[config.mk]
export PLATFORM = sky130hd
export DESIGN_NAME = vram_blitter
export DESIGN_NICKNAME = d
export VERILOG_FILES = /design/src/rtl/vram_blitter.sv
export SDC_FILE = /design/constraint.sdc
export NUM_CORES = 1
export LEC_CHECK = 0
export ABC_AREA = 1
export BUFFER_PORTS_ARGS = -buffer_cell sky130_fd_sc_hd__buf_2
export CAP_MARGIN = 10
export CELL_PAD_IN_SITES_DETAIL_PLACEMENT = 1
export CELL_PAD_IN_SITES_GLOBAL_PLACEMENT = 1
export CORE_ASPECT_RATIO = 1.5
export CORE_UTILIZATION = 42
export DETAILED_ROUTE_END_ITERATION = 12
export HOLD_SLACK_MARGIN = 0.12
export PLACE_DENSITY = 0.82
export SETUP_SLACK_MARGIN = 0.15
export SLEW_MARGIN = 20
export SYNTH_ARGS = -nofsm -noshare
export SYNTH_HDL_FRONTEND = slang
export SYNTH_SLANG_ARGS = --single-unit
[constraint.sdc]
create_clock -name clk -period 4.05 [get_ports clk]
set_input_delay 0.81 -clock clk [delete_from_list [all_inputs] [get_ports clk]]
set_output_delay 0.81 -clock clk [all_outputs]
set_load 0.005 [all_outputs]
[src/rtl/vram_blitter.sv]
// vram_blitter: sprite draw / screen clear engine owning the VRAM write port.
// One command at a time. A draw fetches n sprite bytes from RAM and XORs
// cmd_plane into each set, on-screen pixel using a read-then-write pair of
// cycles, flagging CHIP-8 style collision. A clear writes 00 to all 8192 pixels.
//
// Ports
//   clk, reset            : clock, asynchronous active-high reset
//   cmd_valid/cmd_ready   : command handshake (ready only while idle)
//   cmd_op                : 00 draw, 01 clear, 1x no-op
//   cmd_x/y/n/addr/plane  : sprite origin, row count, RAM address, XOR mask
//   done                  : one-cycle completion pulse
//   collision             : result of the last draw, valid from done
//   ram_addr/ram_dout     : sprite byte fetch (data one cycle after address)
//   vram_hpos/vpos        : pixel address
//   vram_pixeli/pixelo    : pixel write data / read data (one cycle latency)
//   vram_we               : pixel write enable
module vram_blitter (
  input  logic        clk,
  input  logic        reset,
  input  logic        cmd_valid,
  output logic        cmd_ready,
  input  logic [1:0]  cmd_op,
  input  logic [6:0]  cmd_x,
  input  logic [5:0]  cmd_y,
  input  logic [3:0]  cmd_n,
  input  logic [11:0] cmd_addr,
  input  logic [1:0]  cmd_plane,
  output logic        done,
  output logic        collision,
  output logic [11:0] ram_addr,
  input  logic [7:0]  ram_dout,
  output logic [6:0]  vram_hpos,
  output logic [5:0]  vram_vpos,
  output logic [1:0]  vram_pixeli,
  input  logic [1:0]  vram_pixelo,
  output logic        vram_we
);

  typedef enum logic [2:0] {
    S_IDLE, S_FETCH, S_LATCH, S_RD, S_WR, S_CLR, S_DONE
  } state_t;

  state_t      state, state_nxt;

  logic [6:0]  x_q;
  logic [5:0]  y_q;
  logic [3:0]  n_q;
  logic [11:0] addr_q;
  logic [1:0]  plane_q;
  logic [7:0]  shift_q;
  logic [3:0]  row;
  logic [2:0]  col;
  logic [12:0] k;
  logic [11:0] ram_addr_q;
  logic [6:0]  hpos_q;
  logic [5:0]  vpos_q;

  logic        accept;
  logic [7:0]  hsum;
  logic [6:0]  vsum;
  logic        in_bounds;
  logic        active;
  logic        more_rows;
  logic [11:0] fetch_addr;

  assign accept     = cmd_valid & cmd_ready;
  // Sums are one bit wider than the screen so the right/bottom edge clips
  // instead of wrapping to column 0 / row 0.
  assign hsum       = {1'b0, x_q} + {5'b0, col};
  assign vsum       = {1'b0, y_q} + {3'b0, row};
  assign in_bounds  = ~hsum[7] & ~vsum[6];
  assign active     = shift_q[3'd7 - col] & in_bounds;
  assign more_rows  = ({1'b0, row} + 5'd1) < {1'b0, n_q};
  assign fetch_addr = addr_q + {8'b0, row};

  // State register
  always_ff @(posedge clk or posedge reset) begin
    if (reset) state <= S_IDLE;
    else       state <= state_nxt;
  end

  // Next-state logic
  always_comb begin
    state_nxt = state;
    case (state)
      S_IDLE:  if (accept) begin
                 case (cmd_op)
                   2'b00:   state_nxt = (cmd_n != 4'd0) ? S_FETCH : S_DONE;
                   2'b01:   state_nxt = S_CLR;
                   default: state_nxt = S_DONE;
                 endcase
               end
      S_FETCH: state_nxt = S_LATCH;
      S_LATCH: state_nxt = S_RD;
      S_RD:    state_nxt = S_WR;
      S_WR:    if (col != 3'd7)  state_nxt = S_RD;
               else if (more_rows) state_nxt = S_FETCH;
               else                state_nxt = S_DONE;
      S_CLR:   if (k == 13'h1fff) state_nxt = S_DONE;
      S_DONE:  state_nxt = S_IDLE;
      default: state_nxt = S_IDLE;
    endcase
  end

  // Outputs. Addresses are live in their active states and otherwise hold
  // the last value presented.
  always_comb begin
    cmd_ready   = 1'b0;
    done        = 1'b0;
    vram_we     = 1'b0;
    vram_pixeli = 2'b00;
    ram_addr    = ram_addr_q;
    vram_hpos   = hpos_q;
    vram_vpos   = vpos_q;
    case (state)
      S_IDLE:  cmd_ready = 1'b1;
      S_FETCH: ram_addr  = fetch_addr;
      S_RD: begin
        vram_hpos = hsum[6:0];
        vram_vpos = vsum[5:0];
      end
      S_WR: begin
        vram_hpos   = hsum[6:0];
        vram_vpos   = vsum[5:0];
        vram_pixeli = vram_pixelo ^ plane_q;
        vram_we     = active;
      end
      S_CLR: begin
        vram_hpos = k[12:6];
        vram_vpos = k[5:0];
        vram_we   = 1'b1;
      end
      S_DONE:  done = 1'b1;
      default: ;
    endcase
  end

  // Datapath
  always_ff @(posedge clk or posedge reset) begin
    if (reset) begin
      x_q        <= '0;
      y_q        <= '0;
      n_q        <= '0;
      addr_q     <= '0;
      plane_q    <= '0;
      shift_q    <= '0;
      row        <= '0;
      col        <= '0;
      k          <= '0;
      collision  <= 1'b0;
      ram_addr_q <= '0;
      hpos_q     <= '0;
      vpos_q     <= '0;
    end else begin
      if (state == S_IDLE && accept) begin
        x_q       <= cmd_x;
        y_q       <= cmd_y;
        n_q       <= cmd_n;
        addr_q    <= cmd_addr;
        plane_q   <= cmd_plane;
        row       <= '0;
        col       <= '0;
        k         <= '0;
        collision <= 1'b0;
      end
      if (state == S_FETCH) ram_addr_q <= fetch_addr;
      if (state == S_LATCH) begin
        shift_q <= ram_dout;
        col     <= '0;
      end
      if (state == S_RD || state == S_WR || state == S_CLR) begin
        hpos_q <= vram_hpos;
        vpos_q <= vram_vpos;
      end
      if (state == S_WR) begin
        if (active && (vram_pixelo & plane_q) != 2'b00) collision <= 1'b1;
        if (col != 3'd7) col <= col + 3'd1;
        else if (more_rows) row <= row + 4'd1;
      end
      if (state == S_CLR) k <= k + 13'd1;
    end
  end

endmodule

### Yosys cells after proc, flatten, opt, wreduce, memory -nomap -nowiden

Cells that the tools add are included.
W data, S select, Z words.

| storage, ports and cells | value |
|---|---|
| bits in registers | 88 |
| RAM bits | 0 |
| output and inout port bits | 31 |
| input port bits | 46 |
| logic and storage cells | 82 |
| latch bits | 0 |
| ROM bits | 0 |
| memories | 0 |

| operators by class | value |
|---|---|
| multiplexer cells | 29 |
| multiply operators | 0 |
| add/subtract/negate cells | 8 |
| equality and inequality tests | 11 |
| magnitude comparators | 2 |
| reduce and logical (&&, ||, !) cells | 11 |
| bitwise gates (word level) | 7 |
| divide/modulo/power cells | 0 |
| shift-type cells | 0 |

Operators by type and width:

| operator | count |
|---|---|
| $mux W3 | 9 |
| $mux W13 | 2 |
| $pmux W3 S6 | 1 |
| $mux W4 | 4 |
| $pmux W7 S2 | 1 |
| $add A13 B1 Y13 const B | 1 |
| $eq A13 B13 Y1 const B | 1 |
| $add A12 B4 Y12 | 1 |
| $mux W12 | 1 |
| $pmux W6 S2 | 1 |
| $eq A3 B3 Y1 const B | 3 |
| $add A7 B3 Y8 | 1 |
| $add A6 B4 Y7 | 1 |
| $eq A3 B2 Y1 const B | 2 |
| $mux W1 | 6 |
| $pmux W3 S2 | 1 |
| $add A4 B1 Y5 const B | 1 |
| $lt A5 B4 Y1 | 1 |
| $add A4 B1 Y4 const B | 1 |
| $lt A3 B4 Y1 const B | 1 |
| $ne A2 B2 Y1 const B | 2 |
| $reduce_bool A2 Y1 | 2 |
| $reduce_bool A4 Y1 | 1 |
| $add A3 B1 Y3 const B | 1 |
| other kinds (17) | 22 |

### Logic depth before layout (Yosys ltp)

Gate-level depths: netlist of run 1.

| depth | value |
|---|---|
| word-level depth | 8 |
| gate-level depth with buffers | 11 |
| depth with buffers taken out | 11 |

### Worst setup path after synthesis of run 1

No wires, ideal clock.

| path | value |
|---|---|
| kind | reg-to-output |
| start point | reg row[0] |
| end point | out ram_addr[6] |
| setup slack | 1.485 ns |
| arrival time | 1.755 ns |
| data required time | 3.240 ns |
| cell stages (with the launch flop) | 7 |
| path buffers | 0 |
| cells stage by stage | dfrtp_1 ha_1 inv_1 fa_1 o21ai_1 a21oi_1 o21ai_0 |

| between the ends | value |
|---|---|
| word-level cells in the longest chain between the ends | 2 |

Ends and longest elaborated chain:

| element | RTL line | RTL |
|---|---|---|
| from (decl) | 51 | `logic [3:0] row;` |
| from (signal assigned) | 178 | `else if (more_rows) row <= row + 4'd1;` |
| $add A12 B4 Y12 | 74 | `assign fetch_addr = addr_q + {8'b0, row};` |
| $mux W12 | 115 | `case (state)` |
| to (decl) | 30 | `output logic [11:0] ram_addr,` |

Every way passes these cells.

### Final worst setup path of run 1

| path | value |
|---|---|
| start point | reg row[0] |
| end point | out ram_addr[8] |

The elaborated chain is that of the path after synthesis.

==> flow_metrics.py, run 1 <==
metrics = {
    "outcome": {
        "status": "completed",
    },
    "run": {
        "cap_violations": 0,
    },
    "synth": {
        "synth_cells": 643,
        "synth-compound-area-share_pct": 9.86,
        "synth_edf_count": 0,
        "yosysMostFrequentCell": "nand2_1",
        "synth_top_family_by_area": "simple AND/OR/NAND/NOR gates",
        "yosys_warnings": 0,
        "syn-num-nets": 712,
        "ys.flop_type": "dfrtp_1",
        "yosys.area.top_type": "dfrtp_1",
        "seq_area_frac_synth_pct": 45.0,
        "yosys.area.top_type_share_pct": 45.0,
        "yosys-top-cells-count": "nand2_1, dfrtp_1, inv_1",
        "synth_xor_area_share_pct": 1.43,
        "syn-cell-area_um2": 4900,
        "muxShareOfSynthArea_pct": 0,
        "synthAdderAreaFrac_pct": 6.34,
        "yosysUniqueCellTypes": 34,
        "synth_seq_cells": 88,
        "yosys-top-cells-area": "dfrtp_1, nand2_1, inv_1, nand3_1, ha_1",
        "synth_simple_gate_area_share_pct": 29.2,
        "ys_async_sr_fraction_pct": 100,
        "synth.avg_cell_area_um2": 7.61,
    },
    "timing": {
        "hold_viol": 0,
        "min_period_ns": 3.36,
        "drv_slew": 0,
        "setup_viol": 0,
        "tns_ns": 0,
        "worstMarginPinSlew_ns": 0.732,
        "maxSlewHeadroom_pct": 51.2,
        "fin_crit_sh_pct": 83.1,
        "rsz0062_at_grt": "no",
        "fmax_ghz": 0.297,
        "finClkSkew_ns": 0.00794,
    },
    "worst_setup_path": {
        "cp_max_fo": 7,
        "cp-end-kind": "output pin",
        "worstSetupPathType": "flop to output pin",
        "r2r.worst_path.cells": 6,
        "worstPathCellList": "ha_1 > inv_1 > fa_1 > o21ai_1 > nand3_1 > nand2_1 > nand3_1 > nand2_1 > buf_2",
        "cpPeakStageDelay_ns": 0.49,
        "crit_path_start_kind": "flop",
        "cp.arrival_ns": 2.55,
        "critPathBufInv": 2,
        "worst-path-stages": 9,
        "cpLargestDelayFamily": "adder cells",
        "critPathSlowestCell": "o21ai_1",
        "cp_data_required_time_ns": 3.24,
    },
    "die": {
        "dieWidth_um": 90.2,
        "die_area_um2": 12100,
        "core-area_um2": 11200,
        "rows": 47,
        "die_h_um": 134,
        "start_util_pct": 43.8,
        "pin_count": 77,
    },
    "routing": {
        "vias": 4540,
        "finalWirelength_um": 14500,
        "drc": 0,
        "post_drt_wl_per_cell_um": 16.6,
        "vias_per_cell": 5.21,
        "drt_iter0_drc": 229,
        "first_pass_iters": 4,
        "detail-route-antenna-nets": 0,
    },
    "grt": {
        "use_met1_pct": 26.6,
        "global_route.usage.met2_pct": 49.5,
        "busiest_layer": "met2",
        "grt_pass1_vias": 5093,
        "grt_overflow": 0,
        "grt_pass1_wl_um": 24300,
        "met3_usage_pct": 3.68,
        "grt_max_degree": 57,
        "grt.total_usage_pct": 25.7,
        "antenna_found_initial": 0,
    },
    "power_and_ir_drop": {
        "power_leakage_nw": 3.14,
        "irDropWorstVdd_mv": 0.193,
        "p_per_area_nw_per_um2": 316,
        "total_power_mw": 1.80,
    },
    "clock_network": {
        "cts_root_buf": "clkbuf_16",
        "postCtsSetupBuffers": 0,
        "cts_resized": 0,
        "hold_buffers": 0,
        "cts.path.max_buffers": 2,
        "cts-buffers-inserted": 9,
        "cts_tree": "yes",
        "worstSkewPairLatency_ns": 0.35,
        "h-tree-depth": 3,
        "path_clk_slew_ns": 0.07,
        "cts.sinks": 88,
    },
    "placed_design": {
        "portBuffers": 76,
        "place_area_um2": 5390,
        "dp_hpwl_um": 11000,
        "gp_congestion": 0.844,
    },
    "layout": {
        "drive_gt1_share_pct": 15.3,
        "final_area_um2": 5700,
        "fillerInstances": 1476,
        "final_nets": 788,
        "antenna_cells": 0,
        "area_delta_synth_final_pct": 16.4,
    },
    "worst_hold_path": {
        "min_path_type": "flop to flop",
        "min_path_cells": 2,
    },
}
-- cell type report --
type	count	area [µm²]	share of cell area, %
clock inverter	6	68.8	1.21
multi-input combinational	458	2290	40.2
clock buffer	10	239	4.19
sequential	88	2200	38.6
tap	147	184	3.23
timing repair buffer	78	395	6.94
inverter	84	318	5.58
-- metrics by stage --
step	setup slack, ns	instances	util (%)	hold WS (ns)
global route	0.471	871	51.0	0.518
finish	0.686	871	51.0	0.483
detailed placement	1.03	855	48.2	0.469
floorplan	0.961	643	-	0.452
global placement	1.17	855	48.2	0.459
CTS	0.673	871	51.0	0.485
-- flip-flops by register name, indices dropped and copies added (netlist names) --
| signal | cells |
|---|---|
| ram_addr_q | 12 |
| collision | 1 |
| x_q | 7 |
| state | 3 |
| addr_q | 12 |
| row | 4 |
| col | 3 |
| n_q | 4 |
| k | 13 |
| plane_q | 2 |
| hpos_q | 7 |
| shift_q | 8 |
| vpos_q | 6 |
| y_q | 6 |
-- metal layers --
metal / wire (µm) / part of all wire [%] / up-vias
met5: 0 / 0 / -
met1: 5500 / 38 / 2193
li1: - / - / 2215
met4: 599 / 4.1 / 0
met3: 370 / 2.6 / 44
met2: 8010 / 55 / 88
-- kinds of logic after synthesis --
family,after synthesis
and+or+nand+nor,341
buffers and inverters,97
DFF,88
AOI/OAI and AO/OA,86
adders and majority gates,23
xor gates and xnor gates,8
-- power breakdown --
part | internal (mW) | switching, mW
Combinational | 0.0207 | 0.0355
Clock | 0.496 | 0.366
Sequential | 0.883 | 0.00104
-- final timing paths --
| kind | from | slack, ns | endpoint |
|---|---|---|---|
| setup / recovery | row[0] | 0.69 | ram_addr[8] |
| hold / removal | ram_addr_q[10] | 0.48 | ram_addr_q[10] |
| setup reg to reg | state[0] | 1.71 | addr_q[4] |
| hold reg to reg | ram_addr_q[10] | 0.48 | ram_addr_q[10] |
| max in group asynchronous | reset | 2.72 | x_q[2] |
| min in group asynchronous | reset | 0.59 | addr_q[8] |
-- cell usage in the layout (no fill, tap or decap), types with 5 or more instances in the layout --
cell | synthesis | final
nand2_1 | 220 | 220
dfrtp_1 | 88 | 88
inv_1 | 79 | 78
buf_2 | 8 | 76
nand3_1 | 56 | 56
nor2_1 | 41 | 41
o21ai_0 | 41 | 41
a21oi_1 | 22 | 22
ha_1 | 20 | 20
clkbuf_16 | 0 | 9
nand4_1 | 8 | 8
a22oi_1 | 6 | 6
inv_2 | 5 | 5
o211ai_1 | 5 | 5
xor2_1 | 5 | 5
-- worst reg2reg max path, cell delays in order (launching register included) --
cell     delay [ns]
dfrtp_1        0.43
nor2_1         0.20
nand2_1        0.14
inv_2          0.12
nand2_2        0.35
inv_2          0.71
o21ai_0        0.22
Note: power is estimated with default switching activity, not from simulation.
==> inputs of run 2 (changes only) <==
- ABC_AREA: 1 -> 0
- CORE_UTILIZATION: 42 -> 39
- PLACE_DENSITY: 0.82 -> 0.77
- clock period: 4.05 -> 2.9 ns (I/O delays scaled with it)
==> run 2 against run 1 <==
Against the previous run:
- worst setup slack worse by 0.63 ns
- clock-buffer cell count is 1 higher
- via count is 12% lower
- core utilization is 0.45 points lower
- cell count is 14% lower
- die area is 1.8% higher
- critical path type unchanged
- largest cell class unchanged
==> flow_metrics.py, run 2 <==
metrics = {
    "synth": {
        "synth_edf_count": 0,
        "ys.flop_type": "dfrtp_1",
        "ys_async_sr_fraction_pct": 100,
        "yosys-top-cells-area": "dfrtp_1, nand2_1, o21ai_0, ha_1, mux2_2",
        "yosys.area.top_type_share_pct": 47.6,
        "syn-num-nets": 566,
        "synth.avg_cell_area_um2": 9.32,
        "yosys-top-cells-count": "nand2_1, dfrtp_1, o21ai_0",
        "yosys_warnings": 0,
        "syn-cell-area_um2": 4630,
        "seq_area_frac_synth_pct": 47.6,
        "yosysMostFrequentCell": "nand2_1",
        "yosysUniqueCellTypes": 54,
        "synth_cells": 497,
        "synth_seq_cells": 88,
        "yosys.area.top_type": "dfrtp_1",
    },
    "layout": {
        "final_nets": 667,
        "final_common_cell": "nand2_1",
        "drive_gt1_share_pct": 30.4,
        "top_regs": "k (13), addr_q (12), ram_addr_q (12)",
        "area_delta_synth_final_pct": 25.9,
        "instances_no_fill": 752,
        "top_register": "k",
        "antenna_cells": 0,
        "largest_reg_flops": 13,
        "layout_common_cells": "nand2_1, dfrtp_1, buf_2",
    },
    "power_and_ir_drop": {
        "power_leakage_nw": 2.83,
        "total_power_mw": 5.72,
        "p_per_area_nw_per_um2": 982,
        "irDropWorstVdd_mv": 0.430,
    },
    "outcome": {
        "status": "completed",
    },
    "timing": {
        "min_period_ns": 2.84,
        "drv_slew": 0,
        "hold_viol": 0,
        "rsz0062_at_grt": "yes",
        "fin_crit_sh_pct": 97.9,
        "maxSlewHeadroom_pct": 53.1,
        "worstMarginPinSlew_ns": 0.701,
        "finClkSkew_ns": 0.00617,
        "setup_viol": 0,
        "fmax_ghz": 0.352,
    },
    "routing": {
        "detail-route-antenna-nets": 0,
        "drc": 0,
        "vias_per_cell": 5.33,
        "drt_iter0_drc": 122,
        "highest_layer": "met4",
        "finalWirelength_um": 13100,
        "vias": 4011,
        "met3_length_um": 383,
        "drt-met1-wl_um": 4990,
        "first_pass_iters": 4,
        "wl_met2_um": 7510,
        "post_drt_wl_per_cell_um": 17.4,
    },
    "worst_setup_path": {
        "cp.arrival_ns": 2.26,
        "cpPeakStageDelay_ns": 0.39,
        "worstSetupPathType": "flop to output pin",
        "cpLargestDelayFamily": "compound AO/OA/AOI/OAI gates",
        "cp_data_required_time_ns": 2.32,
        "worstPathCellList": "ha_2 > fa_2 > a21o_1 > a21oi_2 > o21ai_1 > a311o_1 > nand2_1 > buf_2",
        "critPathBufInv": 1,
        "crit_path_start_kind": "flop",
        "cp-end-kind": "output pin",
        "cp_max_fo": 2,
        "critPathSlowestCell": "dfrtp_1",
    },
    "clock_network": {
        "cts.path.max_buffers": 2,
        "cts_tree": "yes",
        "path_clk_slew_ns": 0.06,
        "cts_root_buf": "clkbuf_16",
        "worstSkewPairLatency_ns": 0.34,
        "hold_buffers": 0,
        "cts-buffers-inserted": 9,
        "cts.sinks": 88,
        "h-tree-depth": 3,
    },
    "die": {
        "pin_count": 77,
        "die_h_um": 135,
        "rows": 48,
        "start_util_pct": 40.2,
        "core-area_um2": 11500,
        "die_area_um2": 12300,
        "dieWidth_um": 91.0,
    },
    "grt": {
        "grt.total_usage_pct": 22.1,
        "antenna_found_initial": 0,
        "grt_max_degree": 38,
        "grt_pass1_wl_um": 21200,
        "grt_pass1_vias": 4403,
        "grt_overflow": 0,
    },
    "run": {
        "cap_violations": 0,
    },
    "placed_design": {
        "dp_hpwl_um": 9500,
        "portBuffers": 76,
        "place_inst": 720,
        "gp_congestion": 0.813,
    },
    "worst_hold_path": {
        "min_path_type": "input port to async pin",
    },
}
==> run 2: changes by cell type after synthesis, sizes merged, moves of 7 or more <==
| cell | change |
|---|---|
| nand2 | -77 |
| inv | -73 |
| nand3 | -45 |
| nor2 | -23 |
| o21ai | +13 |
| mux2 | +10 |
| xnor2 | +8 |
| a21oi | -7 |
| clkbuf | +7 |
| xor2 | +7 |
==> run 2: power by group <==
part           switching [mW]  internal [mW]  leakage (nW)
sequential              0.411           1.72          1.12
combinational            1.36           1.15          1.57
clock                   0.468          0.616         0.141
total                    2.24           3.49          2.83
==> run 2: worst register-to-register path: stages, from the launching register on <==
cell and delay (ns):
dfrtp_1 0.39, buf_6 0.13, buf_4 0.14, ha_1 0.24, xor2_1 0.17, ha_1 0.28, o21ai_0 0.17, a21oi_1 0.11
nor2_2 0.31, mux2_2 0.38, mux2i_1 0.12
==> run 2: metal layers <==
| layer | GRT usage [%] | vias up |
|---|---|---|
| li1 | - | 1913 |
| met3 | 3.76 | 16 |
| met2 | 42.8 | 64 |
| met4 | 8.47 | 0 |
| met1 | 23.8 | 2018 |
| met5 | 0 | - |
==> run 2: worst paths after layout <==
path | start | endpoint | slack, ns | depth (start not counted)
min in group clk | cmd_addr[4] | addr_q[4] | 0.43 | 3
max in group asynchronous | reset | col[0] | 1.81 | 3
setup / recovery | row[0] | vram_we | 0.06 | 8
hold / removal | reset | y_q[5] | 0.26 | 2
hold reg to reg | vpos_q[1] | vpos_q[1] | 0.48 | 2
setup reg to reg | row[0] | row[2] | 0.39 | 10
==> run 2: timing repair <==
action                                  4_1_cts  5_1_grt
resized for setup                            34       18
endpoints found under the setup margin       21       18
hold endpoints to repair                      0        0
buffers inserted                              5       12
pin swaps                                    17       24
==> run 2: cells by family after synthesis <==
family | Yosys count | synth area share (%)
multiplexers | 16 | 4.27
AND/OR/NAND/NOR | 206 | 19.3
buffers and inverters | 31 | 3.03
XOR/XNOR | 23 | 4.35
AO/OA/AOI/OAI | 110 | 14.8
flip-flops | 88 | 47.6
adder cells (fa/ha/maj) | 23 | 6.70
==> run 2: layout make-up <==
cell class,count,area [µm²]
multi-input cells,378,2460
inverters,11,45.0
clock inverters,4,20.0
clock buffers,11,253
flip-flops and latches,88,2210
fillers,1364,5700
repair buffers,110,652
well taps,150,188
==> run 2: metrics by stage <==
stage / hold WS, ns / util [%] / TNS, ns / setup slack (ns) / area [µm²]
floorplan: 0.440 / - / 0 / 0.429 / 4630
global placement: 0.455 / 45.5 / 0 / 0.232 / 5240
detailed placement: 0.463 / 45.5 / 0 / 0.176 / 5240
CTS: 0.274 / 49.0 / 0 / 0.0651 / 5660
global route: 0.295 / 50.6 / -0.0649 / -0.0649 / 5830
finish: 0.262 / 50.6 / 0 / 0.0601 / 5830
==> inputs of run 3 (changes only) <==
- PLACE_DENSITY: 0.77 -> 0.88
==> run 3 against run 2 <==
Against the previous run:
- non-clock buffer count down 2
- cell count unchanged
- register-to-register slack worse by 0.17 ns
- maximum frequency down 4.1%
- core utilization up 1.2 points
- via count up 3.1%
- die area unchanged
- sequential power up 2%
- global-route usage up 1.6 points
- combinational power up 4%
- critical path depth unchanged
- the flow now finishes with violations (setup timing)
==> flow_metrics.py, run 3 (synthesis results as in run 2) <==
metrics = {
    "outcome": {
        "status": "complete, but fails checks",
        "violations": "setup timing",
    },
    "power_and_ir_drop": {
        "p_per_area_nw_per_um2": 1050,
        "power_leakage_nw": 2.88,
        "irDropWorstVdd_mv": 0.489,
    },
    "worst_setup_path": {
        "crit_start": "row[0]",
        "worstSetupPathType": "flop to output pin",
        "cp_data_required_time_ns": 2.32,
        "cp_max_fo": 3,
        "cp-end-kind": "output pin",
        "reg2reg_from": "row[0]",
        "cp.arrival_ns": 2.38,
        "crit_path_start_kind": "flop",
        "r2r_slack_ns": 0.22,
    },
    "die": {
        "core-area_um2": 11500,
        "pin_count": 77,
        "dieWidth_um": 91.0,
        "die_area_um2": 12300,
        "die_h_um": 135,
        "rows": 48,
        "start_util_pct": 40.2,
    },
    "run": {
        "cap_violations": 0,
    },
    "timing": {
        "rsz0062_at_grt": "yes",
        "fmax_ghz": 0.338,
        "setup_viol": 1,
        "worstMarginPinSlew_ns": 0.851,
        "min_period_ns": 2.96,
        "finClkSkew_ns": 0.00964,
        "maxSlewHeadroom_pct": 43.1,
        "fin_crit_sh_pct": 102,
        "drv_slew": 0,
        "hold_slack_ns": 0.395,
        "worst_slack_ns": -0.0608,
        "hold_viol": 0,
    },
    "placed_design": {
        "portBuffers": 76,
        "dp_hpwl_um": 9680,
        "place_ws_ns": 0.125,
        "gp_congestion": 0.814,
        "place_inst": 715,
    },
    "routing": {
        "drt_iter0_drc": 187,
        "finalWirelength_um": 14300,
        "vias": 4134,
        "first_pass_iters": 4,
        "post_drt_wl_per_cell_um": 19.1,
        "detail-route-antenna-nets": 0,
        "drc": 0,
        "vias_per_cell": 5.50,
    },
    "grt": {
        "grt.total_usage_pct": 23.8,
        "grt_pass1_vias": 4503,
        "antenna_found_initial": 1,
        "grt_pass1_wl_um": 22500,
        "grt_overflow": 0,
        "grt_max_degree": 36,
    },
    "clock_network": {
        "cts.path.max_buffers": 2,
        "cts.sinks": 88,
        "h-tree-depth": 3,
        "hold_buffers": 0,
        "cts_root_buf": "clkbuf_16",
        "cts_tree": "yes",
        "path_clk_slew_ns": 0.07,
        "worstSkewPairLatency_ns": 0.35,
        "cts-buffers-inserted": 9,
    },
    "layout": {
        "instances_no_fill": 752,
        "area_delta_synth_final_pct": 28.8,
        "top_regs": "k (13), addr_q (12), ram_addr_q (12)",
        "drive_gt1_share_pct": 30.6,
        "largest_reg_flops": 13,
        "top_register": "k",
        "fillerInstances": 1354,
        "finish.utilization_pct": 51.7,
        "seqCellArea_um2": 2210,
        "multiInputGateArea_um2": 2480,
        "final_nets": 665,
        "final_common_cell": "nand2_1",
        "layout_common_cells": "nand2_1, dfrtp_1, buf_2",
    },
    "worst_hold_path": {
        "min_path_type": "input port to async pin",
    },
}
[run 3: changes by cell type in the layout (fill, tap and decap cells not counted), sizes merged]
cell and change:
clkinv -2, buf -2, diode +1, clkbuf -1, bufinv +4
[run 3: cell type report]
cell class                 count  share of cell area [%]
tap                          150                    3.15
clock inverter                 6                    2.18
sequential                    88                    37.1
timing repair buffer         108                    11.2
inverter                      11                   0.755
clock buffer                  10                    4.01
multi-input combinational    378                    41.6
antenna                        1                  0.0420
[run 3: where the power goes]
group / switching [mW] / internal [mW] / total [mW]
Clock: 0.504 / 0.950 / 1.45
Sequential: 0.466 / 1.72 / 2.18
Combinational: 1.42 / 1.19 / 2.61
Total: 2.39 / 3.85 / 6.25
[run 3: final timing paths]
kind                             endpoint  cells past startpoint
hold / removal                       k[4]                      2
setup / recovery                  vram_we                      8
max in group asynchronous          col[0]                      3
min in group clk                   x_q[4]                      3
setup reg to reg           ram_addr_q[10]                     17
hold reg to reg                plane_q[0]                      2
[run 3: worst max-delay path, stage by stage, from the launching register on]
cell and delay [ns]:
dfrtp_2 0.46, ha_4 0.18, fa_2 0.36, a21o_1 0.19, a21oi_2 0.18, o21ai_2 0.11, a311o_1 0.33, nand2_1 0.09
buf_2 0.13
[run 3: routing by layer]
layer / vias to the layer above / GRT usage [%] / part of all wire, %
met5: - / 0 / 0
met4: 0 / 13.0 / 3.2
met3: 30 / 4.83 / 3.7
met2: 97 / 44.4 / 56
met1: 2102 / 24.7 / 37
li1: 1905 / - / -
[run 3: per-stage QoR]
stage | TNS [ns] | area [µm²] | power [mW]
after floorplan | 0 | 4630 | 3.48
after global placement | 0 | 5210 | 4.16
after detailed placement | 0 | 5210 | 4.34
after CTS | 0 | 5800 | 6.04
after global routing | -0.227 | 5960 | 6.63
final | -0.0608 | 5960 | 6.25
[run 3: what timing repair did]
| action | CTS | global route |
|---|---|---|
| resized for setup | 37 | 27 |
| pin swaps | 13 | 14 |
| buffers inserted | 16 | 4 |
| endpoints found under the setup margin | 26 | 23 |
